## src/rtl/freq_meter.sv

```systemverilog
// Gated edge counter: synchronises a slow square wave into clk, counts its rising
// edges over a gate of gate_len clk cycles and offers the result on valid/ready.
module freq_meter #(
  parameter int COUNT_WIDTH = 16,
  parameter int GATE_WIDTH  = 16
) (
  input  logic                   clk,
  input  logic                   reset,
  input  logic                   sig_in,
  input  logic                   start,
  input  logic [GATE_WIDTH-1:0]  gate_len,
  input  logic                   ready,
  output logic [COUNT_WIDTH-1:0] count,
  output logic                   valid,
  output logic                   busy,
  output logic                   overflow,
  output logic [1:0]             dbg_state
);

  // Handshake: the result is offered while valid=1 and count/overflow are held;
  // it is consumed at the first rising edge where valid=1 and ready=1.
  typedef enum logic [1:0] {
    ST_IDLE    = 2'd0,
    ST_MEASURE = 2'd1,
    ST_DONE    = 2'd2
  } state_e;

  state_e                 state_q, state_d;
  logic [GATE_WIDTH-1:0]  gate_q, gate_d;
  logic [COUNT_WIDTH-1:0] count_q, count_d;
  logic                   ovf_q, ovf_d;
  logic                   s1_q, s2_q, s3_q;
  logic                   rise;

  assign rise = s2_q & ~s3_q;

  always_ff @(posedge clk) begin
    if (!reset) begin
      s1_q <= 1'b0;
      s2_q <= 1'b0;
      s3_q <= 1'b0;
    end else begin
      s1_q <= sig_in;
      s2_q <= s1_q;
      s3_q <= s2_q;
    end
  end

  always_comb begin
    state_d = state_q;
    gate_d  = gate_q;
    count_d = count_q;
    ovf_d   = ovf_q;
    unique case (state_q)
      ST_IDLE: begin
        if (start && (gate_len != '0)) begin
          gate_d  = gate_len;
          count_d = '0;
          ovf_d   = 1'b0;
          state_d = ST_MEASURE;
        end
      end
      ST_MEASURE: begin
        // Saturate rather than wrap so a too-fast input is never under-reported.
        if (rise) begin
          if (count_q != '1) count_d = count_q + 1'b1;
          else               ovf_d   = 1'b1;
        end
        gate_d = gate_q - 1'b1;
        if (gate_q == GATE_WIDTH'(1)) state_d = ST_DONE;
      end
      ST_DONE: begin
        if (ready) state_d = ST_IDLE;
      end
      default: state_d = ST_IDLE;
    endcase
  end

  always_ff @(posedge clk) begin
    if (!reset) begin
      state_q <= ST_IDLE;
      gate_q  <= '0;
      count_q <= '0;
      ovf_q   <= 1'b0;
    end else begin
      state_q <= state_d;
      gate_q  <= gate_d;
      count_q <= count_d;
      ovf_q   <= ovf_d;
    end
  end

  assign count     = count_q;
  assign overflow  = ovf_q;
  assign busy      = (state_q == ST_MEASURE);
  assign valid     = (state_q == ST_DONE);
  assign dbg_state = state_q;

endmodule

```

## config.mk

```make
export PLATFORM = sky130hd
export DESIGN_NAME = freq_meter
export DESIGN_NICKNAME = d
export VERILOG_FILES = /design/src/rtl/freq_meter.sv
export SDC_FILE = /design/constraint.sdc
export NUM_CORES = 1
export LEC_CHECK = 0
export ABC_AREA = 1
export CELL_PAD_IN_SITES_DETAIL_PLACEMENT = 0
export CELL_PAD_IN_SITES_GLOBAL_PLACEMENT = 2
export CORE_ASPECT_RATIO = 0.6
export CORE_MARGIN = 2
export CORE_UTILIZATION = 30
export CTS_CLUSTER_SIZE = 40
export DETAILED_ROUTE_END_ITERATION = 10
export PLACE_DENSITY_LB_ADDON = 0.1
export SLEW_MARGIN = 20
export SYNTH_ARGS = -nofsm -noshare
export SYNTH_HDL_FRONTEND = slang
export SYNTH_SLANG_ARGS = --single-unit
```

## constraint.sdc

```tcl
create_clock -name clk -period 4.1 [get_ports clk]
set_input_delay 0.82 -clock clk [delete_from_list [all_inputs] [get_ports clk]]
set_output_delay 0.82 -clock clk [all_outputs]
set_load 0.005 [all_outputs]
```

==> results of run 1 <==
==> worst max-delay path by stage <==
stage,from,endpoint,slack [ns],cells past startpoint
after CTS,gate_len[4],count[15]$_SDFFE_PN0P_,1.28,11
after global routing,gate_len[4],count[5]$_SDFFE_PN0P_,1.02,11
after detailed placement,gate_len[4],count[11]$_SDFFE_PN0P_,1.01,11
after floorplan,gate_len[6],gate_q[6]$_SDFFE_PN0P_,2.29,9
final,gate_len[4],count[15]$_SDFFE_PN0P_,1.28,11
after global placement,gate_len[4],count[14]$_SDFFE_PN0P_,1.05,11
==> flip-flops by register name, summed over array words and instances, names as in the netlist <==
signal     flops
s1_q           1
s2_q           1
s3_q           1
overflow       1
dbg_state      2
gate_q        16
count         16
==> report_power, final <==
part | internal, W | total [W] | switching, W
sequential | 0.000396 | 0.000424 | 0.0000286
clock | 0.000223 | 0.000371 | 0.000148
combinational | 0.000100 | 0.000282 | 0.000182
==> per-stage QoR <==
stage / utilization / hold WS [ns] / cell area (um2) / power, W / setup slack (ns)
4_1_cts: 0.393 / 0.416 / 3100 / 0.00108 / 1.28
3_5_place_dp: 0.376 / 0.402 / 2960 / 0.000712 / 1.01
2_1_floorplan: - / 0.390 / 2440 / 0.000616 / 2.29
6_report: 0.393 / 0.413 / 3100 / 0.00108 / 1.28
5_1_grt: 0.393 / 0.437 / 3100 / 0.00115 / 1.02
3_3_place_gp: 0.376 / 0.397 / 2960 / 0.000712 / 1.05
==> final cells by class <==
type / instances / area [um2]
fill: 897 / 4790
multi-input combinational: 321 / 1490
sequential: 38 / 761
timing repair buffer: 44 / 433
inverter: 39 / 146
tap: 108 / 135
clock buffer: 7 / 133
==> cells in the final DEF, fill, tap and decap left out, types with 3 or more instances in the layout <==
cell and count:
nor3_1 3, nor2_4 4, dfxtp_1 38, a21oi_1 28
or2_2 3, o22ai_1 3, nand3_1 36, a21oi_2 3
nor2_1 70, o21bai_1 3, o21ai_0 12, buf_4 3
ha_1 3, inv_2 3, clkbuf_16 5, nand2_1 129
inv_1 36, clkdlybuf4s50_1 41, nand4_1 7
==> cell families (layout without fill, tap and decap cells) <==
family | count (synthesis) | in the layout | synth area share
AND/OR/NAND/NOR | 264 | 264 | 0.467
AO/OA/AOI/OAI | 50 | 50 | 0.113
buffers and inverters | 49 | 90 | 0.0798
flip-flops | 38 | 38 | 0.311
XOR/XNOR | 4 | 4 | 0.0143
adder cells (fa/ha/maj) | 3 | 3 | 0.0154
==> worst max-delay path: stages <==
cell and delay [ns]:
clkdlybuf4s50_1 0.45, nor2_1 0.11, nand2_1 0.06, nor2_1 0.27
nand2_1 0.12, nand2_1 0.07, nand2_1 0.37, nand2_4 0.36
inv_2 0.15, nand2_1 0.10, a21oi_2 0.05
==> layer usage <==
layer	GRT usage	up-vias	wire, um
met3	0.0396	4	507
met1	0.318	1173	4690
met2	0.237	61	2700
met4	0.0349	0	42
met5	0	-	0
li1	-	1380	-
==> flow_metrics.tcl, run 1 <==
set metrics [dict create \
    die_width_um 121 \
    cts.clk_slew.worst_paths_ns 0.05 \
    initial_utilization 0.310 \
    power.leakage_nw 1.18 \
    maximum_number_of_pins_on_one_net_before_global_route_repair 27 \
    globalRoute.totalOverflow 0 \
    gp_routability_congestion 0.797 \
    dr.first_iter.drc_count 177 \
    hold-path-endpoint "s2_q$_SDFF_PN0_" \
    post_route_cells_drive_above_1_share 0.0624 \
    flow.area_growth_from_synthesis_pct 26.7 \
    sequential_share_of_the_synthesized_area 0.311 \
    fin_worst_skew_ns 0.00476 \
    final_min_period_over_clock_period 0.689 \
    relSlewSlack 0.396 \
    cts_hold_repair.buffers 0 \
    diodes 0 \
    num_vias 2618 \
    detail_route.wl_per_cell_um 14.3 \
    postRouteWirelength_um 7940 \
    synth.lib_cells_used.distinct 30 \
    num_io_pins 42 \
    worst_ep_arrival_time_ns 2.95 \
    worstReg2RegStart "dbg_state[1]$_SDFFE_PN0P_" \
    ctsResizeCount 0 \
    synth_edf_count 0 \
    worst-endpoint-required_ns 4.22 \
    synthDominantAreaCellType "dfxtp_1" \
    floorplan.core_area_um2 7880 \
    fin_setup_tns_ns 0 \
    synth_top_area_share 0.311 \
    route.detailed.drc 0 \
    synth_nets 432 \
    port_buffers 41 \
    vias_per_inst 4.70 \
    cts_root_buf "clkbuf_16" \
    synthesized_instance_count 408 \
    grt_pass1_vias 2356 \
    crit_path_start_kind "input pin" \
    timing.fmax_mhz 354 \
    top_area_cells_in_the_synthesized_netlist "dfxtp_1 (31%), nand2_1 (20%), nor2_1 (11%)" \
    dieArea_um2 8910 \
    finalWorstPathRequiredPeriod_ns 2.82 \
    stdcell_count 557 \
    yosys_warnings 0 \
    power_per_cell_area_nw_per_um2 348 \
    cts_setup_buffers 0 \
    timing.final.setup_violations 0 \
    reg2reg_slack_ns 1.86 \
    critical_path.max_fanout 17 \
    hold_start "s1_q$_SDFF_PN0_" \
    row_cnt 25 \
    run_status "finished clean" \
    dp_hpwl_um 5950 \
    cts-htree-levels 2 \
    kind_of_critical_path "input pin to register" \
    cts_inserted_buffers 5 \
    maxCapViolCount 0 \
    postRouteAntennaNets 0 \
    synth_flop_cell "dfxtp_1" \
    synth_most_common_cell "nand2_1" \
    hold_path_class "register to register" \
    clock_tree.buffer_depth 2 \
    unrepaired_setup_endpoints_after_global_routing "no" \
    final_nets 473 \
    tritoncts_clock_tree "built" \
    grtUsageTotal 0.190 \
    synthTopCellsByCount "nand2_1 (129), nor2_1 (70), dfxtp_1 (38)" \
    clock_sink_count 38 \
    crit_path_end_kind "register" \
    drt-pass1-iter-count 4 \
    vdd_drop_max_mv 0.150 \
    final_hold_viol_count 0 \
    timing.rr.end "count[15]$_SDFFE_PN0P_" \
    slew_violations 0 \
    hold-path-cell-count 2 \
    yosys_reg_bits 38 \
    netlist_area_um2 2440 \
    synth_async_sr_flop_share 0 \
    antenna_found_initial 0 \
    numPlacedInstances 550 \
    r2r.worst_path.cells 7 \
    timing_worst_slew_pin_value_ns 0.905 \
    grt_pass1_wl_um 12900 \
    die_y_um 73.9 \
    worstSkewPairLatency_ns 0.28 \
    synthesis.area_per_instance_um2 5.99 \
]
Note: power is estimated with default switching activity, not from simulation.
==> run 2, diff against run 1 <==
--- a/config.mk
+++ b/config.mk
@@ -10,7 +10,7 @@
 export CELL_PAD_IN_SITES_GLOBAL_PLACEMENT = 2
 export CORE_ASPECT_RATIO = 0.6
 export CORE_MARGIN = 2
-export CORE_UTILIZATION = 30
+export CORE_UTILIZATION = 27
 export CTS_CLUSTER_SIZE = 40
 export DETAILED_ROUTE_END_ITERATION = 10
 export PLACE_DENSITY_LB_ADDON = 0.1
==> constraint.sdc (replaced) <==
create_clock -name clk -period 2.69 [get_ports clk]
set_input_delay 0.538 -clock clk [delete_from_list [all_inputs] [get_ports clk]]
set_output_delay 0.538 -clock clk [all_outputs]
set_load 0.005 [all_outputs]
==> flow_metrics.tcl, run 2 (synthesis results as in run 1) <==
set metrics [dict create \
    cts_setup_buffers 0 \
    num_vias 2671 \
    final_min_period_over_clock_period 0.778 \
    p_clk_frac 0.340 \
    dr.first_iter.drc_count 243 \
    row_cnt 26 \
    num_io_pins 42 \
    vias_per_inst 4.69 \
    timing.fmax_mhz 478 \
    cts-htree-levels 2 \
    fin_setup_tns_ns 0 \
    finalWorstPathRequiredPeriod_ns 2.09 \
    kind_of_critical_path "input pin to register" \
    floorplan.core_area_um2 8650 \
    relSlewSlack 0.685 \
    postRouteAntennaNets 0 \
    postRouteWirelength_um 8410 \
    crit_path_start_kind "input pin" \
    grt_pass1_wl_um 13500 \
    timing.final.setup_violations 0 \
    combPwrFrac 0.279 \
    port_buffers 41 \
    flow.area_growth_from_synthesis_pct 29.9 \
    clock_sink_count 38 \
    die_width_um 127 \
    power.leakage_nw 1.23 \
    worstSkewPairLatency_ns 0.29 \
    hold_path_class "register to register" \
    final_hold_viol_count 0 \
    detail_route.wl_per_cell_um 14.8 \
    cts.clk_slew.worst_paths_ns 0.06 \
    route.detailed.drc 0 \
    die_y_um 77.7 \
    p_seq_frac 0.382 \
    switchingPower_w 0.000579 \
    drt-pass1-iter-count 4 \
    run_status "finished clean" \
    diodes 0 \
    slew_violations 0 \
    cts_inserted_buffers 5 \
    dp_hpwl_um 6370 \
    clock_tree.buffer_depth 2 \
    timing_worst_slew_pin_value_ns 0.470 \
    maxCapViolCount 0 \
    unrepaired_setup_endpoints_after_global_routing "no" \
    critical_path.max_fanout 9 \
    final_cell_mix "nand2_1 (129), nor2_1 (70), clkdlybuf4s50_1 (41)" \
    antenna_found_initial 0 \
    fin_worst_skew_ns 0.00549 \
    cts_root_buf "clkbuf_16" \
    worst_ep_arrival_time_ns 2.26 \
    intPower_w 0.00112 \
    startpoint "gate_len[2]" \
    grt_pass1_vias 2407 \
    tritoncts_clock_tree "built" \
    worstReg2RegStart "dbg_state[1]$_SDFFE_PN0P_" \
    worst-endpoint-required_ns 2.86 \
    vdd_drop_max_mv 0.198 \
    crit_path_end_kind "register" \
    post_route_cells_drive_above_1_share 0.0832 \
    final_nets 481 \
    final_core_util 0.367 \
    dieArea_um2 9860 \
    whs_ns 0.414 \
    ctsResizeCount 0 \
    globalRoute.totalOverflow 0 \
    gp_routability_congestion 0.799 \
    hold_start "s1_q$_SDFF_PN0_" \
    power_per_cell_area_nw_per_um2 534 \
    switching_share 0.342 \
    initial_utilization 0.283 \
    grtUsageTotal 0.180 \
    cts_hold_repair.buffers 0 \
    final_common_cell "nand2_1" \
    maximum_number_of_pins_on_one_net_before_global_route_repair 26 \
]
-- run 2: cell type report --
| cell class | count | area [um2] |
|---|---|---|
| Fill cell | 966 | 5480 |
| Multi-Input combinational cell | 321 | 1490 |
| Sequential cell | 38 | 761 |
| Timing Repair Buffer | 52 | 505 |
| Inverter | 39 | 146 |
| Tap cell | 112 | 140 |
| Clock buffer | 5 | 125 |
| Clock inverter | 2 | 10.0 |
-- run 2: metrics by stage --
step                      instances  total power [W]  cell area [um2]  worst slack [ns]
after floorplan                 408         0.000939             2440              1.11
after global placement          562          0.00114             3040             0.289
after detailed placement        562          0.00113             3040             0.245
after CTS                       569          0.00172             3180             0.541
after global routing            569          0.00181             3180             0.358
final                           569          0.00170             3180             0.596
-- run 2: routing by layer --
layer | vias to the layer above | routed length, um | global-route usage
met1 | 1176 | 4950 | 0.312
met3 | 4 | 571 | 0.0386
met2 | 83 | 2810 | 0.206
met5 | - | 0 | 0
met4 | 0 | 65 | 0.0429
li1 | 1408 | - | -
-- run 2: power groups by stage --
stage / clock (W) / combinational [W] / sequential, W
3_3_place_gp: 0 / 0.000477 / 0.000660
4_1_cts: 0.000594 / 0.000477 / 0.000646
6_report: 0.000576 / 0.000472 / 0.000647
3_5_place_dp: 0 / 0.000474 / 0.000658
5_1_grt: 0.000619 / 0.000534 / 0.000654
2_1_floorplan: 0 / 0.000293 / 0.000645
-- run 2: path summary, 6_finish.rpt --
| path | cells after the start | slack, ns | to |
|---|---|---|---|
| worst max-delay path | 10 | 0.60 | gate_q[7]$_SDFFE_PN0P_ |
| worst min-delay path | 2 | 0.41 | s2_q$_SDFF_PN0_ |
| worst max register to register | 10 | 0.86 | count[15]$_SDFFE_PN0P_ |
| worst min register to register | 2 | 0.41 | s2_q$_SDFF_PN0_ |
-- run 2: worst max-delay path, cell delays in order --
cell and delay [ns]:
clkdlybuf4s50_1 0.46, nor2_1 0.12, nand2_1 0.06, nor2_1 0.21, nand2_1 0.11, nand2_1 0.07, nand2_1 0.22, buf_4 0.27
o21ai_0 0.16, a21oi_1 0.06
==> run 3, diff against run 2 <==
==> constraint.sdc (replaced) <==
create_clock -name clk -period 2.2 [get_ports clk]
set_input_delay 0.44 -clock clk [delete_from_list [all_inputs] [get_ports clk]]
set_output_delay 0.44 -clock clk [all_outputs]
set_load 0.005 [all_outputs]
==> flow_metrics.tcl, run 3 (synthesis results as in run 1) <==
set metrics [dict create \
    run_status "finished clean" \
    relSlewSlack 0.713 \
    dp_hpwl_um 6360 \
    switchingPower_w 0.000713 \
    port_buffers 41 \
    crit_path_start_kind "register" \
    hold-path-cell-count 2 \
    grt_pass1_vias 2413 \
    final_min_period_over_clock_period 0.932 \
    final_nets 495 \
    worst-endpoint-required_ns 1.76 \
    slew_violations 0 \
    cts_hold_repair.buffers 0 \
    detail_route.wl_per_cell_um 14.2 \
    hold_path_class "register to register" \
    r2r.worst_path.cells 10 \
    fin_setup_tns_ns 0 \
    die_y_um 77.7 \
    filler_cell_count 954 \
    unrepaired_setup_endpoints_after_global_routing "no" \
    finalWorstPathRequiredPeriod_ns 2.05 \
    switching_share 0.339 \
    vdd_drop_max_mv 0.295 \
    hold_start "s1_q$_SDFF_PN0_" \
    worstSkewPairLatency_ns 0.29 \
    dieArea_um2 9860 \
    p_clk_frac 0.336 \
    postRouteWirelength_um 8260 \
    clock_tree.buffer_depth 2 \
    cts_inserted_buffers 5 \
    timing.rr.end "count[13]$_SDFFE_PN0P_" \
    grtUsageTotal 0.174 \
    tritoncts_clock_tree "built" \
    fin_worst_skew_ns 0.0105 \
    worstReg2RegStart "count[1]$_SDFFE_PN0P_" \
    power.leakage_nw 1.31 \
    antenna_found_initial 0 \
    gp_routability_congestion 0.766 \
    maximum_number_of_pins_on_one_net_before_global_route_repair 24 \
    whs_ns 0.417 \
    post_route_cells_drive_above_1_share 0.110 \
    vias_per_inst 4.63 \
    floorplan.core_area_um2 8650 \
    final_cell_mix "nand2_1 (129), nor2_1 (70), clkdlybuf4s50_1 (41)" \
    diodes 0 \
    die_width_um 127 \
    route.detailed.drc 0 \
    initial_utilization 0.283 \
    power_per_cell_area_nw_per_um2 636 \
    grt_pass1_wl_um 13200 \
    combPwrFrac 0.288 \
    flow.area_growth_from_synthesis_pct 35.3 \
    final_hold_viol_count 0 \
    dr.first_iter.drc_count 177 \
    reg2reg_slack_ns 0.36 \
    intPower_w 0.00139 \
    postRouteAntennaNets 0 \
    final_common_cell "nand2_1" \
    timing.fmax_mhz 488 \
    hold-path-endpoint "s2_q$_SDFF_PN0_" \
    drt-pass1-iter-count 5 \
    timing.final.setup_violations 0 \
    cts-htree-levels 2 \
    cts_root_buf "clkbuf_16" \
    row_cnt 26 \
    num_io_pins 42 \
    p_seq_frac 0.376 \
    globalRoute.totalOverflow 0 \
    cts.clk_slew.worst_paths_ns 0.06 \
    ctsResizeCount 0 \
    num_vias 2699 \
    worst_ep_arrival_time_ns 1.61 \
    clock_sink_count 38 \
    timing_worst_slew_pin_value_ns 0.428 \
    maxCapViolCount 0 \
    critical_path.max_fanout 5 \
    kind_of_critical_path "register to output pin" \
    crit_path_end_kind "output pin" \
    cts_setup_buffers 0 \
]
## run 3: cell types whose count changed in the layout (fill, tap and decap cells not counted), sizes merged
cell / previous run / this run
buf: 11 / 25
## run 3: layout make-up
| cell class | instances | area, um2 | area share |
|---|---|---|---|
| multi-input cells | 321 | 1490 | 0.450 |
| flip-flops and latches | 38 | 761 | 0.230 |
| clock inverters | 2 | 10.0 | 0.00303 |
| repair buffers | 66 | 636 | 0.192 |
| clock buffers | 5 | 125 | 0.0378 |
| inverters | 39 | 146 | 0.0443 |
| well taps | 112 | 140 | 0.0424 |
## run 3: power groups by stage
stage          logic [W]  clock network [W]  registers, W
2_1_floorplan   0.000359                  0      0.000789
5_1_grt         0.000683           0.000755      0.000798
6_report        0.000606           0.000708      0.000791
3_3_place_gp    0.000607                  0      0.000804
3_5_place_dp    0.000603                  0      0.000803
4_1_cts         0.000606           0.000724      0.000788
## run 3: worst max path at each step
| stage | startpoint | endpoint | slack (ns) |
|---|---|---|---|
| 6_report | dbg_state[0]$_SDFFE_PN0P_ | busy | 0.15 |
| 5_1_grt | gate_len[4] | count[6]$_SDFFE_PN0P_ | 0.04 |
| 4_1_cts | dbg_state[0]$_SDFFE_PN0P_ | busy | 0.16 |
| 3_5_place_dp | gate_len[4] | gate_q[5]$_SDFFE_PN0P_ | -0.10 |
| 3_3_place_gp | gate_len[4] | gate_q[6]$_SDFFE_PN0P_ | -0.11 |
| 2_1_floorplan | count[0]$_SDFFE_PN0P_ | count[13]$_SDFFE_PN0P_ | 0.62 |
## run 3: metal layers
metal | part of all wire | GRT usage | vias up
li1 | - | - | 1425
met1 | 0.61 | 0.292 | 1208
met2 | 0.33 | 0.214 | 64
met3 | 0.058 | 0.0448 | 2
met4 | 0.0033 | 0.0231 | 0
met5 | 0 | 0 | -
## run 3: worst max-delay path, cell delays in order (launching register included)
cell and delay (ns):
dfxtp_1 0.44, inv_1 0.08, nor2_2 0.25, clkdlybuf4s50_1 0.56
## run 3: metrics by stage
step | power [W] | cell area (um2) | worst slack, ns | instances | utilization
4_1_cts | 0.00212 | 3310 | 0.159 | 583 | 0.382
6_report | 0.00210 | 3310 | 0.150 | 583 | 0.382
2_1_floorplan | 0.00115 | 2440 | 0.623 | 408 | -
3_5_place_dp | 0.00141 | 3170 | -0.101 | 576 | 0.367
3_3_place_gp | 0.00141 | 3170 | -0.111 | 576 | 0.367
5_1_grt | 0.00224 | 3310 | 0.0376 | 583 | 0.382
